--- src/rtl/add_share_arbiter.sv ---
// Two-requester front end for one shared N-bit carry-bypass adder.
// Whole transactions are granted round-robin, carries chain across words and results return registered.
module add_share_arbiter #(
  parameter int N = 32
) (
  input  logic         clk,
  input  logic         rst,
  input  logic         req0_valid,
  output logic         req0_ready,
  input  logic [N-1:0] req0_a,
  input  logic [N-1:0] req0_b,
  input  logic         req0_cin,
  input  logic         req0_first,
  input  logic         req0_last,
  input  logic         req1_valid,
  output logic         req1_ready,
  input  logic [N-1:0] req1_a,
  input  logic [N-1:0] req1_b,
  input  logic         req1_cin,
  input  logic         req1_first,
  input  logic         req1_last,
  output logic         rsp_valid,
  output logic         rsp_id,
  output logic [N-1:0] rsp_sum,
  output logic         rsp_cout,
  output logic         rsp_of,
  output logic         rsp_last
);

  typedef enum logic {IDLE = 1'b0, LOCKED = 1'b1} state_t;

  state_t       state_r, state_nxt_s;
  logic         owner_r, owner_nxt_s;
  logic         prio_r, prio_nxt_s;
  logic         creg_r;
  logic         gid_s, accept_s;
  logic [N-1:0] a_s, b_s;
  logic         cin_raw_s, first_s, last_s, cin_s;
  logic [N:0]   add_s;
  logic         of_s;

  // Ripple inside 4-bit blocks; a fully propagating block passes its carry-in straight through.
  function automatic logic [N:0] cb_add(input logic [N-1:0] a, input logic [N-1:0] b,
                                        input logic cin);
    logic [N-1:0] s;
    logic         c, cblk, pblk;
    c    = cin;
    cblk = cin;
    pblk = 1'b1;
    s    = '0;
    for (int i = 0; i < N; i++) begin
      s[i] = a[i] ^ b[i] ^ c;
      pblk = pblk & (a[i] ^ b[i]);
      c    = (a[i] & b[i]) | ((a[i] ^ b[i]) & c);
      if (((i % 4) == 3) || (i == N - 1)) begin
        if (pblk) c = cblk;
        else      c = c;
        cblk = c;
        pblk = 1'b1;
      end
    end
    return {c, s};
  endfunction

  // Grant and ready: depends only on state, owner, prio and the valids.
  always_comb begin
    gid_s      = 1'b0;
    req0_ready = 1'b0;
    req1_ready = 1'b0;
    if (rst) begin
      gid_s = 1'b0;
    end else if (state_r == IDLE) begin
      if (req0_valid && req1_valid) gid_s = prio_r;
      else                          gid_s = req1_valid;
      req0_ready = req0_valid & ~gid_s;
      req1_ready = req1_valid & gid_s;
    end else begin
      gid_s      = owner_r;
      req0_ready = req0_valid & ~owner_r;
      req1_ready = req1_valid & owner_r;
    end
  end

  assign accept_s = req0_ready | req1_ready;

  // Operand mux and carry-in selection for the granted requester.
  always_comb begin
    case (gid_s)
      1'b1: begin
        a_s = req1_a; b_s = req1_b; cin_raw_s = req1_cin;
        first_s = req1_first; last_s = req1_last;
      end
      default: begin
        a_s = req0_a; b_s = req0_b; cin_raw_s = req0_cin;
        first_s = req0_first; last_s = req0_last;
      end
    endcase
    if ((state_r == IDLE) || first_s) cin_s = cin_raw_s;
    else                              cin_s = creg_r;
  end

  assign add_s = cb_add(a_s, b_s, cin_s);
  assign of_s  = ~(a_s[N-1] ^ b_s[N-1]) & (add_s[N-1] ^ a_s[N-1]);

  // Next-state: a last word releases the lock and hands priority to the other side.
  always_comb begin
    state_nxt_s = state_r;
    owner_nxt_s = owner_r;
    prio_nxt_s  = prio_r;
    if (accept_s) begin
      if (last_s) begin
        state_nxt_s = IDLE;
        prio_nxt_s  = ~gid_s;
      end else begin
        state_nxt_s = LOCKED;
        owner_nxt_s = gid_s;
      end
    end else begin
      state_nxt_s = state_r;
    end
  end

  // State, carry and registered response.
  always_ff @(posedge clk) begin
    if (rst) begin
      state_r   <= IDLE;
      owner_r   <= 1'b0;
      prio_r    <= 1'b0;
      creg_r    <= 1'b0;
      rsp_valid <= 1'b0;
      rsp_id    <= 1'b0;
      rsp_sum   <= '0;
      rsp_cout  <= 1'b0;
      rsp_of    <= 1'b0;
      rsp_last  <= 1'b0;
    end else begin
      state_r   <= state_nxt_s;
      owner_r   <= owner_nxt_s;
      prio_r    <= prio_nxt_s;
      rsp_valid <= accept_s;
      if (accept_s) begin
        creg_r   <= add_s[N];
        rsp_id   <= gid_s;
        rsp_sum  <= add_s[N-1:0];
        rsp_cout <= add_s[N];
        rsp_of   <= of_s;
        rsp_last <= last_s;
      end
    end
  end

endmodule

--- config.mk ---
export PLATFORM = sky130hd
export DESIGN_NAME = add_share_arbiter
export DESIGN_NICKNAME = d
export VERILOG_FILES = /design/src/rtl/add_share_arbiter.sv
export SDC_FILE = /design/constraint.sdc
export NUM_CORES = 1
export LEC_CHECK = 0
export ABC_AREA = 1
export CAP_MARGIN = 10
export CORE_UTILIZATION = 46
export CTS_CLUSTER_DIAMETER = 80
export DETAILED_ROUTE_END_ITERATION = 8
export GPL_TIMING_DRIVEN = 0
export PLACE_DENSITY = 0.88
export SETUP_SLACK_MARGIN = 0.2
export SLEW_MARGIN = 10
export SYNTH_ARGS = -nofsm -noshare
export SYNTH_HDL_FRONTEND = slang
export SYNTH_SLANG_ARGS = --single-unit
--- constraint.sdc ---
create_clock -name clk -period 67.5 [get_ports clk]
set_input_delay 13.5 -clock clk [delete_from_list [all_inputs] [get_ports clk]]
set_output_delay 13.5 -clock clk [all_outputs]
set_load 0.02 [all_outputs]
# Word level (Yosys, flattened, before mapping)
# Index checks and enable logic that the tools add are counted.
dict set report op_classes {
  muxes 24
  bitwise 197
  reduce_logical 4
}
# op count
set op_table {}
lappend op_table {{$and A1 B1 Y1} 93}
lappend op_table {{$xor A1 B1 Y1} 65}
lappend op_table {{$mux W32} 2}
lappend op_table {{$or A1 B1 Y1} 33}
lappend op_table {{$mux W1} 22}
lappend op_table {{$not A1 Y1} 6}
lappend op_table {{$reduce_and A2 Y1} 2}
lappend op_table {{$logic_and A1 B1 Y1} 1}
lappend op_table {{$logic_or A1 B1 Y1} 1}
dict set report word_totals {
  input_bits 138
  out_inout_bits 39
  elab_cells 234
  ff_bits 40
}

# Logic depth before layout (Yosys ltp)
# Gate-level depths: netlist of run 1.
dict set report depth {
  ltp_word 81
  depth_mapped 62
  ltp_nobuf 62
}

# Least setup slack after synthesis of run 1
# No wires, ideal clock.
dict set report synth_path {
  path_kind {in2reg}
  from {in req1_valid}
  to {reg rsp_of}
  stages 62
  slack_ps 36740
  setup_time_ps 119
  arrival_ps 30641
  n_path_buf 2
  path_cell_list {inv_1 -> nor2_2 -> nand2_2 -> nand2_4 -> nand2_4 -> buf_2 -> clkbuf_1 -> nand2_1 -> nand2_1 -> fa_1 -> fa_1 -> inv_1 -> fa_1 -> fa_1 -> or2_2 -> and2_1 -> fa_1 -> fa_1 -> (+26 left out) -> nand2_1 -> nand2_1 -> fa_1 -> fa_1 -> fa_1 -> fa_1 -> or2_2 -> nand2_2 -> inv_1 -> fa_1 -> fa_1 -> fa_1 -> inv_1 -> fa_1 -> inv_1 -> nand2_1 -> nand3_1 -> a21oi_1}
}
dict set report synth_via {
  elab_chain_len 81
  word_cells_on_any_way 178
  classes_between {mux: 21; bitwise: 155; reduce/logical: 2}
}
# item line_no
set synth_rtl {}
lappend synth_rtl {{start, declared} 15} ;# input logic req1_valid,
lappend synth_rtl {{$logic_and A1 B1 Y1} 73} ;# if (req0_valid && req1_valid) gid_s = prio_r;
lappend synth_rtl {{$mux W1 (*)} 73}
lappend synth_rtl {{$mux W1 (*)} 72} ;# end else if (state_r == IDLE) begin
lappend synth_rtl {{$mux W1 (*)} 70} ;# if (rst) begin
lappend synth_rtl {{$mux W1 (*)} 72}
lappend synth_rtl {{$mux W1 (*)} 70}
lappend synth_rtl {{$mux W1} 88} ;# case (gid_s)
lappend synth_rtl {{$logic_or A1 B1 Y1} 98} ;# if ((state_r == IDLE) || first_s) cin_s = cin_raw_s;
lappend synth_rtl {{(+66 left out)} n/a}
lappend synth_rtl {{$and A1 B1 Y1} 54} ;# c = (a[i] & b[i]) | ((a[i] ^ b[i]) & c);
lappend synth_rtl {{$or A1 B1 Y1} 54}
lappend synth_rtl {{$and A1 B1 Y1} 54}
lappend synth_rtl {{$or A1 B1 Y1} 54}
lappend synth_rtl {{$xor A1 B1 Y1 (*)} 52} ;# s[i] = a[i] ^ b[i] ^ c;
lappend synth_rtl {{net add_s[31]} 39} ;# logic [N:0] add_s;
lappend synth_rtl {{$xor A1 B1 Y1 (*)} 103} ;# assign of_s = ~(a_s[N-1] ^ b_s[N-1]) & (add_s[N-1] ^ a_s[N-1]);
lappend synth_rtl {{$and A1 B1 Y1 (*)} 103}
lappend synth_rtl {{end signal, assigned} 146} ;# rsp_of <= of_s;
lappend synth_rtl {{end, declared} 26} ;# output logic rsp_of,
# The timed path passes the listed nets; every way through them passes the cells marked *. The select of a mux whose other input is x is not followed.
# A chain may end at the register's enable or synchronous reset.

# Worst setup path after layout of run 1
# Same ends and word-level chain as after synthesis.

==> results of run 1 <==
[worst max-delay path, delay by kind of cell]
family	cells	cell delay, ns
compound gates	1	0.06
simple gates	22	3.33
buf+inv	8	1.55
fa+ha+maj	32	13.93
[cell families (layout without fill, tap and decap cells)]
| group | after synthesis | count (layout) |
|---|---|---|
| fa+ha+maj | 64 | 64 |
| flops | 40 | 40 |
| compound gates | 133 | 133 |
| buf+inv | 138 | 322 |
| simple gates | 138 | 138 |
[synth_stat cells]
cell type,instances
inv_1,111
o21ai_0,96
nand2_1,58
dfxtp_1,40
or2_2,34
a21oi_1,33
fa_1,32
ha_1,32
clkbuf_1,15
nor2_1,12
buf_2,8
nand3_2,7
nand4_1,7
nand2_2,6
and2_1,4
nand3_1,4
inv_2,3
nand2_4,2
nor2_2,2
a211oi_1,1
a21oi_2,1
a31oi_1,1
buf_1,1
nor3_1,1
nor3_2,1
o221ai_1,1
[final cells by class]
cell class                      instances  share of cell area
Clock buffer                            6              0.0126
Timing Repair Buffer                  176               0.306
Sequential cell                        40               0.139
Clock inverter                          2             0.00608
Tap cell                              102              0.0221
Multi-Input combinational cell        335               0.423
Inverter                              114              0.0742
Buffer                                 24              0.0174
[sequential cells by signal, indices dropped and copies added (netlist names)]
| signal | count |
|---|---|
| state_r | 1 |
| rsp_valid | 1 |
| rsp_of | 1 |
| prio_r | 1 |
| rsp_sum | 32 |
| owner_r | 1 |
| rsp_last | 1 |
| rsp_id | 1 |
| creg_r | 1 |
[metal layers]
metal  global-route usage  part of all wire  up-vias  wire length, µm
met4               0.0664             0.012        0              133
met2                0.535              0.53      144             6160
met3               0.0460             0.058        8              668
met5                    0                 0        -                0
li1                     -                 -     1941                -
met1                0.327              0.40     1861             4550
[power breakdown]
group | leakage [nW] | switching [mW] | internal, mW
combinational | 2.40 | 0.0219 | 0.0214
clock | 0.0552 | 0.00871 | 0.0110
sequential | 0.330 | 0.00127 | 0.0260
[worst max-delay path by stage]
stage / startpoint / endpoint / slack, ns / cells after the start
floorplan: req1_valid / rsp_of / 36.74 / 62
global placement: req1_valid / rsp_of / 35.37 / 63
detailed placement: req1_valid / rsp_of / 34.98 / 63
CTS: req1_valid / rsp_of / 35.25 / 63
global route: req1_valid / rsp_of / 34.44 / 63
finish: req1_valid / rsp_of / 35.31 / 63
==> flow_summary.ini, run 1 <==
[synth]
synth-adder-area-share = 0.276
synth_seq_area_share = 0.212
synth.area.mux_share = 0
yosysTopAreaCellShare = 0.212
yosysWarnings = 0
avgSynthCellArea_um2 = 7.35
synth_compound_area_frac = 0.180
yosys.area.top_type = dfxtp_1
synthCells = 513
ys_ff_latch = 40
synthSimpleGateAreaFrac = 0.192
synthTopCellsByArea = dfxtp_1 (21%), fa_1 (17%), o21ai_0 (13%), inv_1 (11%), ha_1 (11%)
synth.distinct_cells = 26
synthesis.area_mm2 = 0.00377
synth.net_count = 715
synth_xor_area_frac = 0
synth_top_family_by_area = adder cells

[place]
port_buffers = 176
placed_area_mm2 = 0.00566
dp_slack_ns = 34.98
placedCellCount = 791
place_congestion = 0.840
dpl.hpwl_um = 9470

[min_path]
holdPathStages = 2
hold_class = reg2reg
holdPathEnd = rsp_id
min-delay-start = rsp_id

[pwr]
vdd_drop_max_v = 0.00000849
p_total_mw = 0.0903
leakagePower_nw = 2.79
p_per_area_mw_per_mm2 = 15.7

[clocking]
htree_levels = 2
cts_root_buf = clkbuf_8
cts_buffers = 5
cts-resized-gates = 0
clk_pin_slew_ns = 0.08
cts_sinks = 40
cts_buffer_depth = 2
cts_hold_buf = 0
cts_tree = yes
clk_latency_ns = 0.29
post_cts_buffers = 0

[grt]
grt_pass1_vias = 4109
grt_pass1_wl_um = 19000
grt_overflow = 0
antenna_found_initial = 0
gr-usage-all-layers = 0.282
grt_max_degree = 13

[detailed_routing]
totalWireLength_um = 11500
wl_per_cell_um = 14.4
drt_iter0_drc = 157
ant_nets = 0
dr_total_vias = 3954
drc = 0
drtPass1Iterations = 6
vias_per_cell = 4.95

[cells_and_area]
n_fill_cell = 619
final_common_cell = clkdlybuf4s50_1
layout-drive-gt1-share = 0.102
regArea_um2 = 801
fin_area_mm2 = 0.00577
fin_util = 0.738
layout.cells.non_filler = 799
nets = 898
multi_input_area_mm2 = 0.00244
area_growth_pct = 53.0
diodes = 0
final_cell_mix = clkdlybuf4s50_1 (176), inv_1 (111), o21ai_0 (96), nand2_1 (58), dfxtp_1 (40)

[timing]
slew_viol_final = 0
max_slew_margin = 0.612
fin_ws_ns = 35.31
rsz0062_at_grt = no
max_freq_mhz = 31.1
hold_viol = 0
fin_crit_sh = 0.477
setup_viol = 0
setup_tns_ns = 0
tightestPinTransition_ns = 0.582
min_period_ns = 32.19
whs_ns = 0.531
clock-skew-final_ns = 0.00660

[setup_path]
cp.arrival_ns = 32.37
worstSetupEndpointType = flop
crit_path_max_fanout = 10
startpoint_type = input pin
slowest_delay_ns = 0.49
critical_path_class = in2reg
reg2reg_depth = 62
timing.rr.end = rsp_of
r2r_slack_ns = 48.68
r2r_start = prio_r
slowest_stage = fa_1
required_ns = 67.68
path_common_cell = fa_1

[floorplan]
start_util = 0.483
ios = 177
fp.coreArea_mm2 = 0.00781
die_x_um = 92.5
die_h_um = 92.5
die_area_mm2 = 0.00856
rows = 32

[flow_run]
cap_violations = 0

[outcome]
outcome = completed
Power figures use the tool's default switching activity.
==> run 2: changes to the inputs <==
--- a/config.mk
+++ b/config.mk
@@ -7,11 +7,11 @@
 export LEC_CHECK = 0
 export ABC_AREA = 1
 export CAP_MARGIN = 10
-export CORE_UTILIZATION = 46
+export CORE_UTILIZATION = 42
 export CTS_CLUSTER_DIAMETER = 80
 export DETAILED_ROUTE_END_ITERATION = 8
 export GPL_TIMING_DRIVEN = 0
-export PLACE_DENSITY = 0.88
+export PLACE_DENSITY = 0.82
 export SETUP_SLACK_MARGIN = 0.2
 export SLEW_MARGIN = 10
 export SYNTH_ARGS = -nofsm -noshare
==> constraint.sdc (replaced) <==
create_clock -name clk -period 30.7 [get_ports clk]
set_input_delay 6.14 -clock clk [delete_from_list [all_inputs] [get_ports clk]]
set_output_delay 6.14 -clock clk [all_outputs]
set_load 0.02 [all_outputs]
==> run 2 against run 1 <==
Routed wire length is 1.9% higher. Worst setup slack worse by 29 ns. Sequential cell count stayed put. Count of clock-buffer cells in the layout is 1 lower. Utilization is 7.1 points lower. Die area is 9.3% higher. Worst hold slack worse by 0.023 ns. Clock skew is 0.00080 ns higher. Total power is 140% higher. Critical endpoint unchanged. Highest routed layer unchanged.
==> flow_summary.ini, run 2 (synthesis gave the netlist of run 1 again) <==
[grt]
grt_overflow = 0
grt_pass1_vias = 4012
gr-usage-all-layers = 0.249
grt_pass1_wl_um = 18800
grt_max_degree = 14
antenna_found_initial = 0

[setup_path]
path_common_cell = fa_1
cp.arrival_ns = 25.04
cp-startpoint = req1_valid
worstSetupEndpointType = flop
reg2reg_depth = 61
r2r_start = state_r
timing.rr.end = rsp_of
crit_path_end = rsp_of
r2r_slack_ns = 11.85
crit_path_max_fanout = 10
slowest_stage = fa_1
critical_path_class = in2reg
slowest_delay_ns = 0.49
startpoint_type = input pin
required_ns = 30.89

[cells_and_area]
nets = 898
layout.cells.non_filler = 805
diodes = 0
layout-drive-gt1-share = 0.103
final_cell_mix = clkdlybuf4s50_1 (176), inv_1 (111), o21ai_0 (96), nand2_1 (58), dfxtp_1 (40)
top_register = rsp_sum
fin_area_mm2 = 0.00582
area_growth_pct = 54.5
largest_reg_flops = 32
final_common_cell = clkdlybuf4s50_1

[flow_run]
cap_violations = 0

[place]
dp_slack_ns = 5.46
port_buffers = 176
placedCellCount = 797
placed_area_mm2 = 0.00567
place_congestion = 0.852
dpl.hpwl_um = 9720

[timing]
fin_ws_ns = 5.85
min_period_ns = 24.85
rsz0062_at_grt = no
tightestPinTransition_ns = 0.650
slew_viol_final = 0
setup_tns_ns = 0
setup_viol = 0
max_slew_margin = 0.567
max_freq_mhz = 40.2
fin_crit_sh = 0.810
hold_viol = 0
clock-skew-final_ns = 0.00740

[floorplan]
start_util = 0.432
fp.coreArea_mm2 = 0.00872
die_area_mm2 = 0.00936
ios = 177
rows = 34
die_x_um = 96.7
die_h_um = 96.7

[clocking]
clk_latency_ns = 0.30
cts_buffers = 5
cts_root_buf = clkbuf_8
cts_buffer_depth = 2
cts_tree = yes
cts_sinks = 40
cts_hold_buf = 0
clk_pin_slew_ns = 0.08
htree_levels = 2
cts-resized-gates = 0
post_cts_buffers = 0

[detailed_routing]
drt_iter0_drc = 89
ant_nets = 0
drtPass1Iterations = 4
vias_per_cell = 4.80
wl_per_cell_um = 14.6
dr_total_vias = 3867
drc = 0
totalWireLength_um = 11700

[pwr]
p_int_mw = 0.145
p_sw_frac = 0.330
vdd_drop_max_v = 0.0000211
leakagePower_nw = 2.81
p_per_area_mw_per_mm2 = 37.1
p_clk_frac = 0.282
p_seq_frac = 0.278
switching_power_mw = 0.0712
combPwrFrac = 0.441
p_total_mw = 0.216

[min_path]
hold_class = reg2reg

[outcome]
outcome = completed
run 2: layout make-up:
class / instances / area [µm²]
Clock inverter: 3 / 90.1
Tap cell: 108 / 135
Buffer: 24 / 100
Clock buffer: 5 / 68.8
Sequential cell: 40 / 801
Inverter: 114 / 428
Timing Repair Buffer: 176 / 1760
Multi-Input combinational cell: 335 / 2440
Fill cell: 725 / 2900
run 2: metrics by stage:
stage	hold slack (ns)	util
final	0.508	0.668
after CTS	0.514	0.668
after detailed placement	0.498	0.650
after floorplan	0.457	-
after global routing	0.542	0.668
after global placement	0.484	0.650
run 2: critical path, delay by kind of cell:
kind / cells / cell delay, ns
adders and majority gates: 32 / 13.98
and+or+nand+nor: 22 / 3.28
buffers and inverters: 8 / 1.56
AOI/OAI and AO/OA: 1 / 0.07
run 2: worst min-delay path by stage:
stage	startpoint	endpoint	slack [ns]	cells past startpoint
after detailed placement	rsp_sum[0]	rsp_sum[0]	0.50	2
after floorplan	owner_r	owner_r	0.46	2
final	owner_r	owner_r	0.51	2
after global routing	owner_r	owner_r	0.54	2
after global placement	owner_r	owner_r	0.48	2
after CTS	owner_r	owner_r	0.51	2
run 2: metal layers:
| metal | up-vias | part of all wire | GRT usage |
|---|---|---|---|
| li1 | 1940 | - | - |
| met1 | 1755 | 0.38 | 0.283 |
| met2 | 148 | 0.52 | 0.468 |
| met3 | 24 | 0.070 | 0.0455 |
| met4 | 0 | 0.024 | 0.0769 |
| met5 | - | 0 | 0 |
run 2: power by group through the flow:
stage / logic (mW) / clock network, mW / registers (mW)
CTS: 0.0960 / 0.0613 / 0.0599
floorplan: 0.0463 / 0 / 0.0669
global route: 0.106 / 0.0637 / 0.0605
detailed placement: 0.0955 / 0 / 0.0610
finish: 0.0951 / 0.0608 / 0.0599
global placement: 0.0918 / 0 / 0.0608
